==> src/rtl/ifu_handshake_fetch_if.sv <==
// Bundle of handshake signals between the fetch unit, instruction memory,
// the redirect source and the IDU.
// Optional feature macro: IFU_MISALIGN_CHECK_EN adds the fetch_fault signal.
interface ifu_handshake_fetch_if #(
  parameter int XLEN   = 32,
  parameter int INST_W = 32
);
  logic              redirect_valid;
  logic [XLEN-1:0]   redirect_pc;
  logic              mem_req_valid;
  logic              mem_req_ready;
  logic [XLEN-1:0]   mem_req_addr;
  logic              mem_resp_valid;
  logic [INST_W-1:0] mem_resp_data;
  logic              inst_valid;
  logic              inst_ready;
  logic [INST_W-1:0] inst;
  logic [XLEN-1:0]   pc;
`ifdef IFU_MISALIGN_CHECK_EN
  logic              fetch_fault;
`endif

  // Fetch unit side
  modport master (
    input  redirect_valid, redirect_pc, mem_req_ready, mem_resp_valid, mem_resp_data, inst_ready,
    output mem_req_valid, mem_req_addr, inst_valid, inst, pc
`ifdef IFU_MISALIGN_CHECK_EN
    , output fetch_fault
`endif
  );

  // Environment side: memory, redirect source and IDU
  modport slave (
    output redirect_valid, redirect_pc, mem_req_ready, mem_resp_valid, mem_resp_data, inst_ready,
    input  mem_req_valid, mem_req_addr, inst_valid, inst, pc
`ifdef IFU_MISALIGN_CHECK_EN
    , input fetch_fault
`endif
  );
endinterface

==> src/rtl/ifu_handshake_fetch.sv <==
// Instruction fetch unit: holds the PC, issues one fetch at a time over a
// req/resp handshake and presents each instruction to the IDU over
// valid/ready. Redirects are accepted in every state; a response that was
// already in flight when the redirect came is discarded.
// Optional feature macro: IFU_MISALIGN_CHECK_EN (misaligned-redirect fault path).
module ifu_handshake_fetch #(
  parameter int              XLEN     = 32,
  parameter int              INST_W   = 32,
  parameter logic [XLEN-1:0] RESET_PC = 32'h8000_0000,
  parameter int              PC_STEP  = 4
) (
  input  logic                  clk,
  input  logic                  rst,
  ifu_handshake_fetch_if.master bus
);

  typedef enum logic [1:0] {
    S_REQ  = 2'd0,
    S_WAIT = 2'd1,
    S_HOLD = 2'd2,
    S_DROP = 2'd3
  } state_t;

  state_t            r_state;
  logic [XLEN-1:0]   r_pc;
  logic [INST_W-1:0] r_inst;
  logic              r_inst_valid;
  logic              w_outstanding;
  logic [XLEN-1:0]   w_redirect_tgt;

`ifdef IFU_MISALIGN_CHECK_EN
  localparam logic [INST_W-1:0] NOP_INST = INST_W'(32'h0000_0013);

  logic r_fault;
  logic r_fault_pend;   // misaligned redirect waiting for a stale response to drain
  logic w_misaligned;

  assign w_redirect_tgt = bus.redirect_pc;
  assign w_misaligned   = |bus.redirect_pc[1:0];
`else
  // Low two address bits of a redirect target are forced to zero
  function automatic logic [XLEN-1:0] align_pc(input logic [XLEN-1:0] a);
    return a & ~XLEN'(3);
  endfunction

  assign w_redirect_tgt = align_pc(bus.redirect_pc);
`endif

  // A request is still owed a response after this edge if it is being accepted
  // now, or if we are waiting and the response is not arriving this cycle.
  always_comb begin
    w_outstanding = 1'b0;
    case (r_state)
      S_REQ:          w_outstanding = bus.mem_req_ready;
      S_WAIT, S_DROP: w_outstanding = !bus.mem_resp_valid;
      default:        w_outstanding = 1'b0;
    endcase
  end

  // Fetch FSM with PC, instruction and handshake registers
  always_ff @(posedge clk) begin
    if (rst) begin
      r_state      <= S_REQ;
      r_pc         <= RESET_PC;
      r_inst       <= '0;
      r_inst_valid <= 1'b0;
`ifdef IFU_MISALIGN_CHECK_EN
      r_fault      <= 1'b0;
      r_fault_pend <= 1'b0;
`endif
    end else if (bus.redirect_valid) begin
      // Redirect overrides every transition; in HOLD with inst_ready the
      // handshake still completes but the redirect target replaces pc+step.
      r_pc         <= w_redirect_tgt;
      r_inst_valid <= 1'b0;
`ifdef IFU_MISALIGN_CHECK_EN
      r_fault      <= 1'b0;
      r_fault_pend <= 1'b0;
      if (w_misaligned) begin
        if (w_outstanding) begin
          r_state      <= S_DROP;
          r_fault_pend <= 1'b1;
        end else begin
          r_state      <= S_HOLD;
          r_inst       <= NOP_INST;
          r_inst_valid <= 1'b1;
          r_fault      <= 1'b1;
        end
      end else begin
        r_state <= w_outstanding ? S_DROP : S_REQ;
      end
`else
      r_state <= w_outstanding ? S_DROP : S_REQ;
`endif
    end else begin
      case (r_state)
        S_REQ: begin
          if (bus.mem_req_ready) r_state <= S_WAIT;
        end
        S_WAIT: begin
          if (bus.mem_resp_valid) begin
            r_inst       <= bus.mem_resp_data;
            r_inst_valid <= 1'b1;
            r_state      <= S_HOLD;
          end
        end
        S_HOLD: begin
          if (bus.inst_ready) begin
            r_inst_valid <= 1'b0;
            r_pc         <= r_pc + XLEN'(PC_STEP);
            r_state      <= S_REQ;
`ifdef IFU_MISALIGN_CHECK_EN
            r_fault      <= 1'b0;
`endif
          end
        end
        S_DROP: begin
          if (bus.mem_resp_valid) begin
`ifdef IFU_MISALIGN_CHECK_EN
            if (r_fault_pend) begin
              r_inst       <= NOP_INST;
              r_inst_valid <= 1'b1;
              r_fault      <= 1'b1;
              r_fault_pend <= 1'b0;
              r_state      <= S_HOLD;
            end else begin
              r_state <= S_REQ;
            end
`else
            r_state <= S_REQ;
`endif
          end
        end
        default: r_state <= S_REQ;
      endcase
    end
  end

  // A response is only legal while a request is owed one (WAIT or DROP)
  always_ff @(posedge clk) begin
    if (!rst && bus.mem_resp_valid)
      assert (r_state == S_WAIT || r_state == S_DROP);
  end

  assign bus.mem_req_valid = (r_state == S_REQ);
  assign bus.mem_req_addr  = r_pc;
  assign bus.inst_valid    = r_inst_valid;
  assign bus.inst          = r_inst;
  assign bus.pc            = r_pc;
`ifdef IFU_MISALIGN_CHECK_EN
  assign bus.fetch_fault   = r_fault;
`endif

endmodule

==> src/flat_wrapper.sv <==
// flat-port wrapper written by rule: the top's interface ports become plain ports
module ifu_handshake_fetch_flat 
#(
  parameter int              XLEN     = 32,
  parameter int              INST_W   = 32,
  parameter logic [XLEN-1:0] RESET_PC = 32'h8000_0000,
  parameter int              PC_STEP  = 4
)
  (clk, rst, bus_redirect_valid, bus_redirect_pc, bus_mem_req_ready, bus_mem_resp_valid, bus_mem_resp_data, bus_inst_ready, bus_mem_req_valid, bus_mem_req_addr, bus_inst_valid, bus_inst, bus_pc);
  ifu_handshake_fetch_if #(.XLEN(XLEN), .INST_W(INST_W)) bus_i ();
  input  logic clk;
  input  logic rst;
  input wire logic [$bits(bus_i.redirect_valid)-1:0] bus_redirect_valid;
  input wire logic [$bits(bus_i.redirect_pc)-1:0] bus_redirect_pc;
  input wire logic [$bits(bus_i.mem_req_ready)-1:0] bus_mem_req_ready;
  input wire logic [$bits(bus_i.mem_resp_valid)-1:0] bus_mem_resp_valid;
  input wire logic [$bits(bus_i.mem_resp_data)-1:0] bus_mem_resp_data;
  input wire logic [$bits(bus_i.inst_ready)-1:0] bus_inst_ready;
  output wire logic [$bits(bus_i.mem_req_valid)-1:0] bus_mem_req_valid;
  output wire logic [$bits(bus_i.mem_req_addr)-1:0] bus_mem_req_addr;
  output wire logic [$bits(bus_i.inst_valid)-1:0] bus_inst_valid;
  output wire logic [$bits(bus_i.inst)-1:0] bus_inst;
  output wire logic [$bits(bus_i.pc)-1:0] bus_pc;
  assign bus_i.redirect_valid = bus_redirect_valid;
  assign bus_i.redirect_pc = bus_redirect_pc;
  assign bus_i.mem_req_ready = bus_mem_req_ready;
  assign bus_i.mem_resp_valid = bus_mem_resp_valid;
  assign bus_i.mem_resp_data = bus_mem_resp_data;
  assign bus_i.inst_ready = bus_inst_ready;
  assign bus_mem_req_valid = bus_i.mem_req_valid;
  assign bus_mem_req_addr = bus_i.mem_req_addr;
  assign bus_inst_valid = bus_i.inst_valid;
  assign bus_inst = bus_i.inst;
  assign bus_pc = bus_i.pc;
  ifu_handshake_fetch #(.XLEN(XLEN), .INST_W(INST_W), .RESET_PC(RESET_PC), .PC_STEP(PC_STEP)) u_core (.clk(clk), .rst(rst), .bus(bus_i));
endmodule
==> config.mk <==
export PLATFORM = sky130hd
export DESIGN_NAME = ifu_handshake_fetch_flat
export DESIGN_NICKNAME = d
export VERILOG_FILES = /design/src/rtl/ifu_handshake_fetch_if.sv /design/src/rtl/ifu_handshake_fetch.sv /design/src/flat_wrapper.sv
export SDC_FILE = /design/constraint.sdc
export NUM_CORES = 1
export LEC_CHECK = 0
export ABC_AREA = 1
export BUFFER_PORTS_ARGS = -buffer_cell sky130_fd_sc_hd__clkbuf_2
export CORE_MARGIN = 2
export CORE_UTILIZATION = 47
export CTS_CLUSTER_DIAMETER = 100
export CTS_CLUSTER_SIZE = 40
export DETAILED_ROUTE_END_ITERATION = 6
export GPL_ROUTABILITY_DRIVEN = 0
export GPL_TIMING_DRIVEN = 1
export HOLD_SLACK_MARGIN = 0.08
export PLACE_DENSITY_LB_ADDON = 0.2
export REMOVE_ABC_BUFFERS = 1
export SYNTH_ARGS = -nofsm -noshare
export SYNTH_HDL_FRONTEND = slang
export SYNTH_SLANG_ARGS = --single-unit
export TNS_END_PERCENT = 100
==> constraint.sdc <==
create_clock -name clk -period 1.7 [get_ports clk]
set_input_delay 0.17 -clock clk [delete_from_list [all_inputs] [get_ports clk]]
set_output_delay 0.17 -clock clk [all_outputs]
set_load 0.05 [all_outputs]
=== After elaboration in Yosys (flattened, before gate mapping) ===
Cells that the tools add are included.
W data, S select, Z words.

* Register bits after elaboration: 67
* Input bits: 70
* Output and inout bits: 98
* Logic and storage cells: 42

* Add/subtract/negate cells: 1
* Equal/unequal tests: 9
* Multiplexer cells: 14
* Bitwise logic cells: 1
* Reduce and logical (&&, ||, !) cells: 12

{| class="wikitable"
|+ Operators with widths
! kind !! count
|-
| $mux W32 || 3
|-
| $add A32 B3 Y32 const B || 1
|-
| $mux W2 || 6
|-
| $ne A3 B3 Y1 const B || 4
|-
| $pmux W2 S4 || 1
|-
| $reduce_and A3 Y1 || 2
|-
| $reduce_bool A2 Y1 || 3
|-
| $eq A2 B2 Y1 const B || 2
|-
| $ne A2 B2 Y1 const B || 2
|-
| $pmux W1 S2 || 2
|-
| $reduce_and A2 Y1 || 2
|-
| $reduce_and A4 Y1 || 1
|-
| $reduce_or A2 Y1 || 2
|-
| $eq A2 B1 Y1 const B || 1
|-
| $logic_not A2 Y1 || 1
|-
| $mux W1 || 2
|-
| $logic_not A1 Y1 || 1
|-
| $not A1 Y1 || 1
|}

=== Longest topological paths before layout ===
Gate-level depths: netlist of run 1.

* Word-level depth: 5
* Gate-level depth with buffers: 10
* Mapped depth without buffers: 10

=== Worst setup path after synthesis of run 1 ===
Ideal clock, no wire load.

* Kind: flip-flop to flip-flop
* From: register u_core.r_pc[3], in the netlist u_core.bus.mem_req_addr[3]
* To: register u_core.r_pc[16], in the netlist u_core.bus.mem_req_addr[16]
* Library setup time: 0.128 ns
* Data arrival time: 1.717 ns
* Required time: 1.572 ns
* Slack: -0.145 ns
* Stages on the path, launching flop included: 8
* Buffers on the path: 0
* Period minus slack after synthesis: 1.845 ns
* Path through: dfxtp_1 -> ha_1 -> nand3_1 -> nor2_2 -> nand3_1 -> xor2_1 -> a21oi_1 -> nor2_1

* Word-level cells in the longest chain between the ends: 4

{| class="wikitable"
|+ RTL lines
! element !! RTL line !! source
|-
| from (decl) || ifu_handshake_fetch.sv:25 || <nowiki>logic [XLEN-1:0] r_pc;</nowiki>
|-
| from (signal assigned) || ifu_handshake_fetch.sv:74 || <nowiki>r_pc <= w_redirect_tgt;</nowiki>
|-
| from (signal assigned) || ifu_handshake_fetch.sv:110 || <nowiki>r_pc <= r_pc + XLEN'(PC_STEP);</nowiki>
|-
| $add A32 B3 Y32 || ifu_handshake_fetch.sv:110 ||
|-
| $mux W32 || ifu_handshake_fetch.sv:108 || <nowiki>if (bus.inst_ready) begin</nowiki>
|-
| $mux W32 || ifu_handshake_fetch.sv:96 || <nowiki>case (r_state)</nowiki>
|-
| $mux W32 || ifu_handshake_fetch.sv:71 || <nowiki>end else if (bus.redirect_valid) begin</nowiki>
|}

Every way passes these cells. The select of a mux whose other input is x is not followed.
A chain may end at the register's enable or synchronous reset.

=== Final worst setup path of run 1 ===
* From: register u_core.r_pc[13], in the netlist u_core.bus.mem_req_addr[13]
* To: register u_core.r_pc[18], in the netlist u_core.bus.mem_req_addr[18]

Same word-level chain as after synthesis.

==> results of run 1 <==
-- worst max-delay path, delay by kind of cell, from the launching register on --
family | cells | cell delay (ns)
buffers and inverters | 1 | 0.14
flip-flops | 1 | 0.45
AND/OR/NAND/NOR | 5 | 0.82
AO/OA/AOI/OAI | 1 | 0.06
-- cells in the final DEF, fill, tap and decap left out, types with 17 or more instances in the layout --
cell             n
clkbuf_2       161
nand2_1        116
nor2_1         115
dfxtp_1         64
o21ai_0         46
inv_1           37
a21oi_1         29
nand3_1         27
dlygate4sd3_1   23
buf_4           17
-- final cells by class --
cell class,count,share of cell area [%]
sequential,65,26.77
clock inverter,6,1.851
inverter,40,3.086
clock buffer,10,2.828
tap,102,2.623
timing repair buffer,201,23.91
multi-input combinational,397,38.93
-- synth_stat cells, drive strengths merged --
master  instances
dfxtp          65
nand3          29
nand2         122
inv            40
nor3            4
a22oi           3
ha              1
o211ai          2
clkbuf         12
nor2          130
xor2            9
a22o            3
a221oi          1
conb            1
o21ai          50
xnor2           1
a31oi           7
or2             1
buf            41
a21oi          30
-- power by group through the flow --
stage          Clock, W  Combinational, W  Sequential [W]
6_report        0.00153           0.00101         0.00168
5_1_grt         0.00162           0.00108         0.00169
3_3_place_gp          0          0.000955         0.00171
3_5_place_dp          0          0.000965         0.00172
2_1_floorplan         0          0.000257         0.00212
4_1_cts         0.00154           0.00101         0.00168
-- how the worst min path moves through the flow --
| stage | startpoint | endpoint | slack (ns) | depth (start not counted) |
|---|---|---|---|---|
| floorplan | rst | u_core.bus.mem_req_addr[15] | 0.23 | 1 |
| global placement | bus_redirect_pc[31] | u_core.bus.mem_req_addr[31] | 0.40 | 3 |
| detailed placement | bus_redirect_pc[31] | u_core.bus.mem_req_addr[31] | 0.41 | 3 |
| CTS | bus_mem_resp_data[5] | u_core.bus.inst[5] | 0.08 | 3 |
| global route | bus_redirect_pc[5] | u_core.bus.mem_req_addr[5] | 0.09 | 3 |
| finish | bus_mem_req_ready | u_core.r_state[0] | 0.08 | 3 |
-- per-stage QoR --
step / cells / setup TNS [ns] / util (%) / power, W / hold WS [ns]
floorplan: 502 / -9.790 / - / 0.002372 / 0.2324
global placement: 782 / 0 / 57.56 / 0.002666 / 0.4018
detailed placement: 782 / 0 / 57.56 / 0.002681 / 0.4101
CTS: 821 / 0 / 63.55 / 0.004231 / 0.08349
global route: 821 / 0 / 63.63 / 0.004399 / 0.08858
finish: 821 / 0 / 63.63 / 0.004228 / 0.07746
-- state kept, by name (all words and copies together) (netlist names) --
name / cells
u_core.bus.mem_req_addr: 30
u_core.bus.inst_valid: 1
u_core.bus.inst: 32
u_core.r_state: 2
-- layer usage --
metal | routed length [um] | up-vias
met5 | 0 | -
met4 | 204 | 0
met3 | 894 | 16
met2 | 5168 | 173
met1 | 4415 | 1815
li1 | - | 2051
-- cells by family after synthesis --
group / count (synthesis) / share of synthesized area (%)
AO/OA/AOI/OAI: 96 / 14.27
XOR/XNOR: 10 / 2.384
adder cells (fa/ha/maj): 1 / 0.3405
buffers and inverters: 93 / 13.45
flip-flops: 65 / 35.42
other: 1 / 0.1021
AND/OR/NAND/NOR: 286 / 34.03
-- what timing repair did --
action / in CTS / in global routing
endpoints found under the setup margin: 0 / 3
resized for setup: 0 / 3
endpoints found under the hold margin: 23 / 0
setup buffers: 0 / 0
hold buffers: 23 / 0
==> impl_metrics.toml, run 1 <==
[timing]
rsz0062_at_grt = "false"
finClkSkew_ns = 0.01058
timing_hold_violations_final = 0
fin_crit_ns = 1.587
final.period_utilization_pct = 93.33
drv_slew = 0
fmax_mhz = 630.3
setup_ws_ns = 0.1134
setup_viol = 0

[worst_setup_path]
cp_cell_sequence = "nand2_1, nor2_1, inv_1, nor3_1, nand2_1, nand3_1, a21oi_1"
critPathKind = "reg -> reg"
r2r.worst_path.cells = 7
r2r-end = "u_core.bus.mem_req_addr[18]"
crit_start = "u_core.bus.mem_req_addr[13]"
cp_max_fo = 5
startpoint_type = "flop"
cp-endpoint = "u_core.bus.mem_req_addr[18]"
crit_required_ns = 1.93
end_kind = "flop"
arrival_ns = 1.82
r2r_slack_ns = 0.11
cpMostUsedCell = "nand2_1"
cp_slowest_cell = "dfxtp_1"
r2r_start = "u_core.bus.mem_req_addr[13]"
slowest_delay_ns = 0.45

[grt]
grt_usage_pct = 25.64
grt_first_pass_wirelength_um = 17410
met1_usage_pct = 31.36
grt_antenna_before_repair = 0
gr-usage-met2_pct = 43.55
grt_max_degree = 38
grtUsageMet3_pct = 6.753
grt-busiest-layer = "met2"
grt_pass1_vias = 3722
gr-total-overflow = 0

[clock_network]
cts_tree = "built"
htreeDepth = 3
cts_root_buf = "clkbuf_8"
clk_pin_slew_ns = 0.08
clk_latency_ns = 0.35
numCtsBuffers = 9
clock_path_buffers = 2
cts_num_sinks = 65

[detailed_routing]
dr.first_iter.drc_count = 203
antenna_left = 0
viasPerCell = 4.939
wire_per_inst_um = 13.01
drc = 0
dr.pass1.iters = 5
wirelength_um = 10680
vias = 4055

[synth]
seq_area_frac_synth_pct = 35.42
ys_seq_elements = 65
synth_top_area_cell = "dfxtp_1"
syn_inst = 552
synth_area_per_cell_sq_um = 6.655
syn_area_sq_um = 3674
netlist.area_leader.share_pct = 35.42
synth_cell_types = 34
yosys-top-cells-area = "dfxtp_1 35%, nor2_1 12%, nand2_1 12%"
synth_warnings = 0

[cells_and_area]
nNetsFinal = 785
n_antenna_cell = 0
area_delta_synth_final_pct = 32.46
drive_above_1_share_pct = 31.29
fillers = 742
seqCellArea_sq_um = 1303
multi_input_area_sq_um = 1894
final_area_sq_um = 4866

[power_and_ir_drop]
power_frac_comb_pct = 23.9
p_int_w = 0.002758
p_leak_nw = 2.223
ir_drop_mv = 0.5606
pwr-share-clk_pct = 36.3
p_per_area_nw_per_um2 = 869.0
pwr-share-seq_pct = 39.8
switching_share_pct = 34.78
p_sw_w = 0.001471

[place]
pre_cts_ws_ns = 0.1699
port_buffers = 161
dp_hpwl_um = 7557
placed_cell_area_sq_um = 4402

[floorplanning]
placementRows = 32
die_y_um = 92.41
io_pins = 168
start_util_pct = 48.04
die_area_sq_um = 8540
chipWidth_um = 92.41
coreArea_sq_um = 7647

[run_status]
status = "complete, no violations"

[worst_hold_path]
hold_class = "in -> reg"

[job]
cap_violations = 0
(Power assumes the default switching activity.)
==> run 2, diff against run 1 <==
--- a/config.mk
+++ b/config.mk
@@ -7,7 +7,7 @@
 export LEC_CHECK = 0
 export ABC_AREA = 1
 export BUFFER_PORTS_ARGS = -buffer_cell sky130_fd_sc_hd__clkbuf_2
-export CORE_MARGIN = 2
+export CORE_MARGIN = 1.5
 export CORE_UTILIZATION = 47
 export CTS_CLUSTER_DIAMETER = 100
 export CTS_CLUSTER_SIZE = 40
==> impl_metrics.toml, run 2 (synthesis gave the netlist of run 1 again) <==
[floorplanning]
chipWidth_um = 91.41
start_util_pct = 48.04
coreArea_sq_um = 7647
die_area_sq_um = 8356
placementRows = 32
die_y_um = 91.41
io_pins = 168

[detailed_routing]
wirelength_um = 10930
antenna_left = 0
vias = 4101
dr.pass1.iters = 4
viasPerCell = 4.959
drc = 0
dr.first_iter.drc_count = 164
wire_per_inst_um = 13.22

[cells_and_area]
layout_commonest_cell = "clkbuf_2"
n_antenna_cell = 0
layout.cells.non_filler = 827
largest_register_ffs = 32
drive_above_1_share_pct = 31.17
area_delta_synth_final_pct = 33.65
most-common-layout-cells = "161 x clkbuf_2, 116 x nand2_1, 115 x nor2_1"
nNetsFinal = 792
postLayoutCoreUtil_pct = 64.20
final_area_sq_um = 4910

[clock_network]
cts_num_sinks = 65
cts_root_buf = "clkbuf_8"
htreeDepth = 3
numCtsBuffers = 9
cts_tree = "built"
clk_latency_ns = 0.35
clock_path_buffers = 2
clk_pin_slew_ns = 0.08
cts_setup_buffers = 0

[grt]
grt_first_pass_wirelength_um = 18040
grt_antenna_before_repair = 0
grt_max_degree = 38
gr-total-overflow = 0
grt_pass1_vias = 3909
grt_usage_pct = 27.03

[power_and_ir_drop]
ir_drop_mv = 0.5334
p_per_area_nw_per_um2 = 824.0
p_leak_nw = 2.231
p_total_w = 0.004046

[place]
placed_cell_area_sq_um = 4429
place_inst = 784
port_buffers = 161
dp_hpwl_um = 7580

[timing]
fin_crit_ns = 1.557
timing_hold_violations_final = 0
setup_tns_ns = 0
final.period_utilization_pct = 91.58
rsz0062_at_grt = "false"
drv_slew = 0
fmax_mhz = 642.3
setup_viol = 0
finClkSkew_ns = 0.01184

[worst_setup_path]
cp_max_fo = 7
critPathKind = "reg -> reg"
arrival_ns = 1.78
end_kind = "flop"
crit_required_ns = 1.92
startpoint_type = "flop"

[run_status]
status = "complete, no violations"

[worst_hold_path]
hold_class = "in -> reg"

[job]
cap_violations = 0
## run 2: cell types whose count changed in the layout (fill, tap and decap cells not counted), sizes merged
cell / before / now
dlygate4sd3: 23 / 28
clkbuf: 171 / 170
buf: 17 / 19
bufinv: 2 / 1
clkinvlp: 1 / 3
inv: 41 / 40
## run 2: cell type report
| cell class | count | area, sq um |
|---|---|---|
| multi-input cells | 397 | 1894 |
| clock buffers | 9 | 123.9 |
| inverters | 40 | 150.1 |
| repair buffers | 208 | 1241 |
| fillers | 743 | 2738 |
| clock inverters | 6 | 70.07 |
| flip-flops and latches | 65 | 1303 |
| well taps | 102 | 127.6 |
## run 2: routing by layer
| metal | track usage [%] | part of all wire [%] | vias up |
|---|---|---|---|
| met5 | 0 | 0 | - |
| met4 | 11.46 | 2.6 | 0 |
| met3 | 7.370 | 7.0 | 23 |
| met2 | 46.83 | 49 | 157 |
| met1 | 31.05 | 42 | 1860 |
| li1 | - | - | 2061 |
## run 2: worst paths after layout
check	startpoint	to	slack, ns	cells after the start
worst min-delay path	bus_mem_resp_data[30]	u_core.bus.inst[30]	0.08	3
worst min register to register	u_core.bus.inst_valid	u_core.bus.inst_valid	0.47	2
worst max-delay path	u_core.bus.mem_req_addr[7]	u_core.bus.mem_req_addr[23]	0.14	9
worst max register to register	u_core.bus.mem_req_addr[7]	u_core.bus.mem_req_addr[23]	0.14	9
## run 2: worst max-delay path: stages, from the launching register on
cell and delay [ns]:
dfxtp_1 0.46, nand2_1 0.16, nor2_1 0.22, nand2_1 0.09, nor2_1 0.16, nand2_1 0.07, nand2_1 0.06, nand2_1 0.05
a21oi_1 0.11, nor2_1 0.05
## run 2: timing repair
action / CTS / global route
setup endpoints to repair: 0 / 2
hold buffers: 28 / 0
endpoints found under the hold margin: 28 / 0
gates resized for setup: 0 / 3
## run 2: report_power, final
group	internal [W]	switching, W	total, W
registers	0.00160	0.0000808	0.00168
logic	0.000302	0.000732	0.00103
clock network	0.000673	0.000658	0.00133
total	0.00257	0.00147	0.00405
## run 2: stage by stage
stage	hold slack (ns)	worst slack, ns
final	0.07821	0.1431
after global routing	0.09554	0.006109
after CTS	0.08183	0.1401
after detailed placement	0.4018	0.1559
after global placement	0.4019	0.2058
after floorplan	0.2324	-0.5077
